**src/rtl/cache_miss_ctrl_if.sv**
```systemverilog
// Memory-side bus of the cache miss controller: one block request at a time,
// either a block writeback (we=1) or a block fetch (we=0).
interface cache_miss_ctrl_if #(
  parameter int ADDR_W = 32,
  parameter int BLK_W  = 128
);
  // Handshake: mem_req is the valid, mem_ack is the ready/complete strobe.
  // A request completes on the rising edge where mem_req && mem_ack; until
  // then mem_req, mem_we, mem_addr and mem_wdata hold steady. mem_rdata is
  // only meaningful alongside mem_ack on a read, and mem_ack with mem_req=0
  // carries no meaning.
  logic              mem_req;
  logic              mem_we;
  logic [ADDR_W-1:0] mem_addr;
  logic [BLK_W-1:0]  mem_wdata;
  logic              mem_ack;
  logic [BLK_W-1:0]  mem_rdata;

  modport master (
    output mem_req, mem_we, mem_addr, mem_wdata,
    input  mem_ack, mem_rdata
  );

  modport slave (
    input  mem_req, mem_we, mem_addr, mem_wdata,
    output mem_ack, mem_rdata
  );
endinterface

```
**src/rtl/cache_miss_ctrl.sv**
```systemverilog
// Cache miss controller: optional victim writeback, block fetch, then a single
// fill pulse. Define DIRTY_WB_SKIP_EN to skip the writeback for clean victims.
module cache_miss_ctrl #(
  parameter int ADDR_W = 32,
  parameter int TAG_W  = 20,
  parameter int BLK_W  = 128
) (
  input  logic               clk,
  input  logic               rst,
  input  logic               rd_miss,
  input  logic               wr_miss,
  input  logic               dirty,
  input  logic [ADDR_W-1:0]  miss_addr,
  input  logic [TAG_W-1:0]   victim_tag,
  input  logic [BLK_W-1:0]   victim_data,
  cache_miss_ctrl_if.master  mem,
  output logic [BLK_W-1:0]   fill_data,
  output logic               fill_wr,
  output logic               fill_rd,
  output logic               stall,
  output logic [1:0]         fsm_state
);

  localparam logic [1:0] IDLE      = 2'd0;
  localparam logic [1:0] WB_REQ    = 2'd1;
  localparam logic [1:0] FETCH_REQ = 2'd2;
  localparam logic [1:0] FILL      = 2'd3;

  localparam logic [ADDR_W-1:0] BLK_MASK = ~ADDR_W'(3);

  logic [1:0]        state;
  logic [1:0]        state_nxt;
  logic [ADDR_W-1:0] cap_addr;
  logic [TAG_W-1:0]  cap_vtag;
  logic [BLK_W-1:0]  cap_vdata;
  logic              cap_wr;
  logic              miss;
  logic              need_wb;
  logic              capture;

  assign miss    = rd_miss | wr_miss;
  assign capture = (state == IDLE) && miss;

`ifdef DIRTY_WB_SKIP_EN
  assign need_wb = dirty;
`else
  // Every victim is written back; dirty is still read so both builds share
  // one port list.
  assign need_wb = dirty | 1'b1;
`endif

  always_comb begin
    state_nxt = state;
    case (state)
      IDLE:      if (miss)        state_nxt = need_wb ? WB_REQ : FETCH_REQ;
      WB_REQ:    if (mem.mem_ack) state_nxt = FETCH_REQ;
      FETCH_REQ: if (mem.mem_ack) state_nxt = FILL;
      FILL:                       state_nxt = IDLE;
      default:                    state_nxt = IDLE;
    endcase
  end

  always_ff @(posedge clk or posedge rst) begin
    if (rst) begin
      state <= IDLE;
    end else begin
      state <= state_nxt;
    end
  end

  // Read wins when both misses are raised; the write is seen again later.
  always_ff @(posedge clk or posedge rst) begin
    if (rst) begin
      cap_addr  <= '0;
      cap_vtag  <= '0;
      cap_vdata <= '0;
      cap_wr    <= 1'b0;
    end else if (capture) begin
      cap_addr  <= miss_addr & BLK_MASK;
      cap_vtag  <= victim_tag;
      cap_vdata <= victim_data;
      cap_wr    <= ~rd_miss;
    end
  end

  always_ff @(posedge clk or posedge rst) begin
    if (rst) begin
      fill_data <= '0;
    end else if ((state == FETCH_REQ) && mem.mem_ack) begin
      fill_data <= mem.mem_rdata;
    end
  end

  // Request outputs decode only registered state, so they hold until ack.
  always_comb begin
    mem.mem_req   = 1'b0;
    mem.mem_we    = 1'b0;
    mem.mem_addr  = '0;
    mem.mem_wdata = '0;
    case (state)
      WB_REQ: begin
        mem.mem_req   = 1'b1;
        mem.mem_we    = 1'b1;
        mem.mem_addr  = {cap_vtag, cap_addr[ADDR_W-TAG_W-1:0]};
        mem.mem_wdata = cap_vdata;
      end
      FETCH_REQ: begin
        mem.mem_req  = 1'b1;
        mem.mem_addr = cap_addr;
      end
      default: ;
    endcase
  end

  assign fill_rd   = (state == FILL) && !cap_wr;
  assign fill_wr   = (state == FILL) &&  cap_wr;
  assign stall     = (state != IDLE);
  assign fsm_state = state;

endmodule
```
**src/flat_wrapper.sv**
```systemverilog
// flat-port wrapper written by rule: the top's interface ports become plain ports
module cache_miss_ctrl_flat 
#(
  parameter int ADDR_W = 32,
  parameter int TAG_W  = 20,
  parameter int BLK_W  = 128
)
  (clk, rst, rd_miss, wr_miss, dirty, miss_addr, victim_tag, victim_data, fill_data, fill_wr, fill_rd, stall, fsm_state, mem_mem_req, mem_mem_we, mem_mem_addr, mem_mem_wdata, mem_mem_ack, mem_mem_rdata);
  cache_miss_ctrl_if #(.ADDR_W(ADDR_W), .BLK_W(BLK_W)) mem_i ();
  input  logic clk;
  input  logic rst;
  input  logic rd_miss;
  input  logic wr_miss;
  input  logic dirty;
  input  logic [ADDR_W-1:0] miss_addr;
  input  logic [TAG_W-1:0] victim_tag;
  input  logic [BLK_W-1:0] victim_data;
  output logic [BLK_W-1:0] fill_data;
  output logic fill_wr;
  output logic fill_rd;
  output logic stall;
  output logic [1:0] fsm_state;
  output wire logic [$bits(mem_i.mem_req)-1:0] mem_mem_req;
  output wire logic [$bits(mem_i.mem_we)-1:0] mem_mem_we;
  output wire logic [$bits(mem_i.mem_addr)-1:0] mem_mem_addr;
  output wire logic [$bits(mem_i.mem_wdata)-1:0] mem_mem_wdata;
  input wire logic [$bits(mem_i.mem_ack)-1:0] mem_mem_ack;
  input wire logic [$bits(mem_i.mem_rdata)-1:0] mem_mem_rdata;
  assign mem_mem_req = mem_i.mem_req;
  assign mem_mem_we = mem_i.mem_we;
  assign mem_mem_addr = mem_i.mem_addr;
  assign mem_mem_wdata = mem_i.mem_wdata;
  assign mem_i.mem_ack = mem_mem_ack;
  assign mem_i.mem_rdata = mem_mem_rdata;
  cache_miss_ctrl #(.ADDR_W(ADDR_W), .TAG_W(TAG_W), .BLK_W(BLK_W)) u_core (.clk(clk), .rst(rst), .rd_miss(rd_miss), .wr_miss(wr_miss), .dirty(dirty), .miss_addr(miss_addr), .victim_tag(victim_tag), .victim_data(victim_data), .mem(mem_i), .fill_data(fill_data), .fill_wr(fill_wr), .fill_rd(fill_rd), .stall(stall), .fsm_state(fsm_state));
endmodule
```
**config.mk**
```make
export PLATFORM = sky130hd
export DESIGN_NAME = cache_miss_ctrl_flat
export DESIGN_NICKNAME = d
export VERILOG_FILES = /design/src/rtl/cache_miss_ctrl_if.sv /design/src/rtl/cache_miss_ctrl.sv /design/src/flat_wrapper.sv
export SDC_FILE = /design/constraint.sdc
export NUM_CORES = 1
export LEC_CHECK = 0
export CAP_MARGIN = 15
export CORE_AREA = 3 3 233 235
export DETAILED_ROUTE_END_ITERATION = 12
export DIE_AREA = 0 0 236 238
export GPL_TIMING_DRIVEN = 0
export MAX_ROUTING_LAYER = met4
export SYNTH_ARGS = -nofsm -noshare
export SYNTH_HDL_FRONTEND = slang
export SYNTH_SLANG_ARGS = --single-unit
```
**constraint.sdc**
```tcl
create_clock -name clk -period 14 [get_ports clk]
set_input_delay 1.4 -clock clk [delete_from_list [all_inputs] [get_ports clk]]
set_output_delay 1.4 -clock clk [all_outputs]
set_load 0.02 [all_outputs]
```
Word-level counts from Yosys, hierarchy flattened
Index checks and enable logic that the tools add are counted.
Widths: inputs -> output; s select.
{"block": "word_totals", "reg_bits": 309, "word_cells": 31}
{"block": "op_classes", "n_eq_ne": 6, "muxes": 8, "bitwise": 2, "n_reduce_logical": 9}
{"operator": "$mux 128", "n": 1}
{"operator": "$pmux 32 s2", "n": 1}
{"operator": "$pmux 2 s4", "n": 1}
{"operator": "$mux 2", "n": 3}
{"operator": "$eq 2x2->1 const B", "n": 2}
{"operator": "$logic_and 1x1->1", "n": 4}
{"operator": "$ne 2x2->1 const B", "n": 2}
{"operator": "$reduce_and 3->1", "n": 1}
{"operator": "$eq 2x1->1 const B", "n": 1}
{"operator": "$logic_not 2->1", "n": 1}
{"operator": "$mux 1", "n": 2}
{"operator": "$ne 2x1->1 const B", "n": 1}
{"operator": "$reduce_bool 2->1", "n": 1}
{"operator": "$reduce_or 2->1", "n": 1}
{"operator": "$logic_not 1->1", "n": 1}
{"operator": "$not 1->1", "n": 1}
{"operator": "$or 1x1->1", "n": 1}

Logic depth before layout (Yosys ltp)
{"block": "logic_depth", "depth_word": 3, "depth_mapped": 7, "depth_no_buf": 5}

Worst setup path after synthesis
OpenSTA, ideal clock, no wires.
{"block": "synth_timing", "kind": "flip-flop to output port", "start": "register u_core.state[1] (netlist: u_core.fsm_state[1])", "end": "output port mem_mem_addr[19]", "arrival_ns": 1.804, "required_time_ns": 12.600, "path_slack_ns": 10.796, "path_stages_with_launch": 7, "n_path_buf": 2, "cell_sequence": "dfrtp_1 -> inv_1 -> ha_1 -> clkbuf_1 -> clkbuf_1 -> a22oi_1 -> nor2b_1"}
{"block": "synth_via", "elab_chain_cells": 2, "elab_cells_between_ends": 3, "cone_classes": "eq/ne: 2; mux: 1"}
{"item": "start, declared", "line": "cache_miss_ctrl.sv:31", "text": "logic [1:0] state;"}
{"item": "start signal, assigned", "line": "cache_miss_ctrl.sv:67", "text": "state <= state_nxt;"}
{"item": "$eq 2x2->1 or $eq 2x1->1 (tied branches)", "line": "cache_miss_ctrl.sv:100", "text": "case (state)"}
{"item": "$pmux 32 s2 (*)", "line": "cache_miss_ctrl.sv:100"}
{"item": "end, declared", "line": "flat_wrapper.sv:25", "text": "output wire logic [$bits(mem_i.mem_addr)-1:0] mem_mem_addr;"}
Every way passes the cells marked *; elsewhere a longest branch is shown, timed or not.

Worst setup path after layout
{"block": "layout_timing", "start": "register u_core.state[1] (netlist: u_core.fsm_state[1])", "end": "output port mem_mem_wdata[127]"}
{"block": "layout_via", "elab_chain_cells": 2}
{"item": "$eq 2x1->1", "line": "cache_miss_ctrl.sv:100"}
{"item": "$mux 128", "line": "cache_miss_ctrl.sv:100"}
{"item": "end, declared", "line": "flat_wrapper.sv:26", "text": "output wire logic [$bits(mem_i.mem_wdata)-1:0] mem_mem_wdata;"}
Every way passes these cells.

==> implementation parameters <==
Parameter                              Value

Floorplanning
  Floorplan die area ... 0.05617 mm^2
  Effective utilization at floorplan ... 24.34%
  Area inside the core boundary ... 0.05245 mm^2
  I/O pin count ... between 600 and 700
  Horizontal die dimension ... 236 um
  Cell row count ... 84
  Height of the die ... 238 um

Logic synthesis
  Instance count of the mapped netlist ... 871
  Number of warning messages in the yosys log ... 0
  Mapped Area ... 0.01277 mm^2
  Mean post-synth cell area ... 14.66 um^2
  Sequential share of the synthesized area ... roughly 61%
  Yosys top cell area share ... 60.56%
  Yosys top cell by area ... sky130_fd_sc_hd__dfrtp_1
  Synth unique cells ... 21
  Top post-synthesis cells by area ... sky130_fd_sc_hd__dfrtp_1, sky130_fd_sc_hd__mux2_2, sky130_fd_sc_hd__mux2_1
  Post-synthesis sequential element count ... 309

CTS
  CTS sink cnt ... ~310
  Total clock buffers created by CTS ... 37
  Clk pin slew, worst setup/hold paths ... 0.06 ns
  Post-cts sizing count ... 0
  Htree depth ... 2
  Root Driver ... sky130_fd_sc_hd__clkbuf_16
  Longest Clk Path Bufs ... 3
  Setup repair bufs after CTS ... 0
  Clock latency at the later pin of the worst-skew pair ... between 0.5 and 0.6 ns
  CTS tree ... built
  Number of buffers added to fix hold violations after cts ... 0

Placement
  Cell count after placement ... roughly 2200
  Quantity of I/O buffers inserted on ports ... 603
  Area of placed instances ... 0.01973 mm^2
  Final estimated routing congestion in global placement ... 0.8268
  Detailed placer's ending HPWL ... 33900 um
  Pre-CTS setup slack ... 9.760 ns

Cells and area
  Total area of sequential cells ... about 0.0077 mm^2
  Layout-stage area growth over the synthesis result ... 63.93%
  Area occupied by multi-input gates ... 0.004736 mm^2
  Non-filler instance count after layout ... 2229
  Fraction of layout instances using a drive strength above 1 ... 19.69%
  Highest-count cells in the layout ignoring fill and taps ... sky130_fd_sc_hd__clkdlybuf4s50_1, sky130_fd_sc_hd__dfrtp_1, sky130_fd_sc_hd__mux2_2
  Post-route standard cell area excluding fillers ... 0.02093 mm^2
  Net total in the final layout ... 1835
  Share of the core filled with cells in the final layout ... 39.91%
  Commonest non-fill, non-tap cell in the layout ... sky130_fd_sc_hd__clkdlybuf4s50_1
  Number of inserted filler cells in the final layout ... around 5000

Setup path
  Start point of the critical path ... u_core.fsm_state[1]
  Type of the worst setup path ... reg -> out
  Worst R2R Path Depth ... 6
  Worst-case register-to-register setup slack ... 11.75 ns
  WP data required ... 12.60 ns
  Nature of the critical path endpoint ... primary output
  Critical path startpoint category ... register
  RR Startpoint ... u_core.fsm_state[0]
  Critical Path AT ... 3.24 ns
  Critical Path End ... mem_mem_wdata[127]
  Biggest fanout along the worst timing path ... 10
  Reg2reg end ... u_core.fill_data[68]

Power and ir drop
  Power per unit of standard cell area ... 240.9 mW/mm^2
  Peak supply drop ... 182.1 uV
  Net Sw Power ... about 1.8 mW
  Internal power contribution ... 3.246 mW
  Sequential power share ... 31.5%
  Net switching fraction of the power ... 35.62%
  Part of the power in combinational logic ... just under 50%
  Clock network power share ... 18.9%
  Leakage dissipation ... 8.554 nW

Global routing
  Global routing's busiest layer ... met2
  Met1 GRT Util ... 16.01%
  Pin count of the biggest net entering global routing ... 123
  First-pass GRT wire length ... 64400 um
  Total gr overflow ... 0
  GRT met3 Usage ... 5.999%
  Initial antenna violation count ... 2
  Tot GR Track Use ... between 10% and 20%
  Met2 Resource Use GR ... approximately 27%
  Vias in the first global route ... 10504

Routing
  Final Routed Wirelength ... ~43000 um
  Detailed-route wire length per cell ... between 15 and 20 um
  First-pass iteration count of the detailed router ... 5
  Residual DRC ... 0
  Count of vias placed by the detailed router ... 9396
  Drt via density ... approximately 4.2
  Routed Antenna Nets ... 0
  Number of design-rule violations left by the first detailed-router iteration ... 197

Timing
  Final worst slack ... about 9.4 ns
  Final-layout setup total negative slack ... 0 ns
  Worst slew pin tran ... 0.7057 ns
  Final setup violation count ... 0
  Worst slew margin relative to its limit ... 52.95%
  Final period demand of the worst path ... roughly 4.6 ns
  Achievable clock frequency ... 215.3 MHz
  Count of final hold-check violations ... 0
  Share of the clock period used by the worst path after layout ... between 30% and 40%
  RSZ-0062 raised after global routing ... false
  Clock skew after layout ... 0.01085 ns
  Number of pins with negative max-slew slack in the final report ... 0

Worst hold path
  Class of the tightest hold or removal check ... reg -> reg

Flow run
  Max Cap Viol ... 0

Status
  Run status ... completed
==> cell families (layout without fill, tap and decap cells) <==
group	Yosys count	count (layout)	synth area share [%]
buffers and inverters	60	727	2.372
other	1	4	0.02937
adder cells (fa/ha/maj)	5	5	0.4900
flip-flops	309	309	60.56
multiplexers	307	307	27.08
AO/OA/AOI/OAI	26	26	1.539
AND/OR/NAND/NOR	163	163	7.928
==> how the worst min path moves through the flow <==
stage	to	slack, ns	start	depth (start not counted)
global placement	u_core.cap_vdata[66]	0.46	u_core.cap_vdata[66]	1
floorplan	u_core.cap_vdata[0]	0.46	u_core.cap_vdata[0]	1
CTS	u_core.cap_vdata[69]	0.49	u_core.cap_vdata[69]	1
global route	u_core.cap_vdata[52]	0.49	u_core.cap_vdata[52]	1
detailed placement	u_core.cap_vdata[66]	0.47	u_core.cap_vdata[66]	1
finish	u_core.cap_vdata[56]	0.48	u_core.cap_vdata[56]	1
==> worst max-delay path, stage by stage (launching register included) <==
cell and delay, ns:
sky130_fd_sc_hd__dfrtp_1 0.45, sky130_fd_sc_hd__inv_1 0.11, sky130_fd_sc_hd__ha_1 0.17, sky130_fd_sc_hd__clkbuf_1 0.32, sky130_fd_sc_hd__buf_2 0.39, sky130_fd_sc_hd__clkbuf_1 0.44, sky130_fd_sc_hd__and2_1 0.23, sky130_fd_sc_hd__clkdlybuf4s50_1 0.61
==> stage by stage <==
stage	hold slack (ns)	power [mW]
3_3_place_gp	0.4648	4.102
2_1_floorplan	0.4556	2.922
5_1_grt	0.4912	5.337
6_report	0.4802	5.042
4_1_cts	0.4857	5.134
3_5_place_dp	0.4737	4.143
==> Yosys cell counts, drive strengths merged <==
library cell and count:
o21ba 1, a21oi 1, nor2 1, conb 1, ha 5, and2 139
nand2 2, buf 38, o32a 1, a22oi 20, dfrtp 309, clkbuf 18
mux2 307, o21a 1, o21ai 2, nor2b 21, inv 4
==> registers in the layout, summed over array words and instances (netlist names) <==
register	count
u_core.cap_addr	30
u_core.cap_vdata	128
u_core.cap_vtag	20
u_core.cap_wr	1
u_core.fill_data	128
u_core.fsm_state	2
==> cell type report <==
cell class	instances	share of cell area, %
Timing Repair Buffer	605	29.10
Clock buffer	55	5.177
Buffer	56	1.375
Clock inverter	7	0.5261
Inverter	4	0.1076
Multi-Input combinational cell	503	22.63
Sequential cell	309	36.95
Tap cell	688	4.113
Antenna cell	2	0.02391
==> power by group through the flow <==
stage                     Sequential [mW]  Combinational, mW  Clock (mW)
after floorplan                      1.78               1.14           0
final                                1.59               2.50       0.953
after CTS                            1.59               2.55       0.991
after global routing                 1.65               2.67        1.02
after detailed placement             1.60               2.54           0
after global placement               1.58               2.52           0
==> layer usage <==
layer	vias to the layer above	share of wire [%]
met5	-	0
met2	422	51
met4	0	2.4
li1	4278	-
met3	68	9.3
met1	4628	38
(Power assumes the default switching activity.)
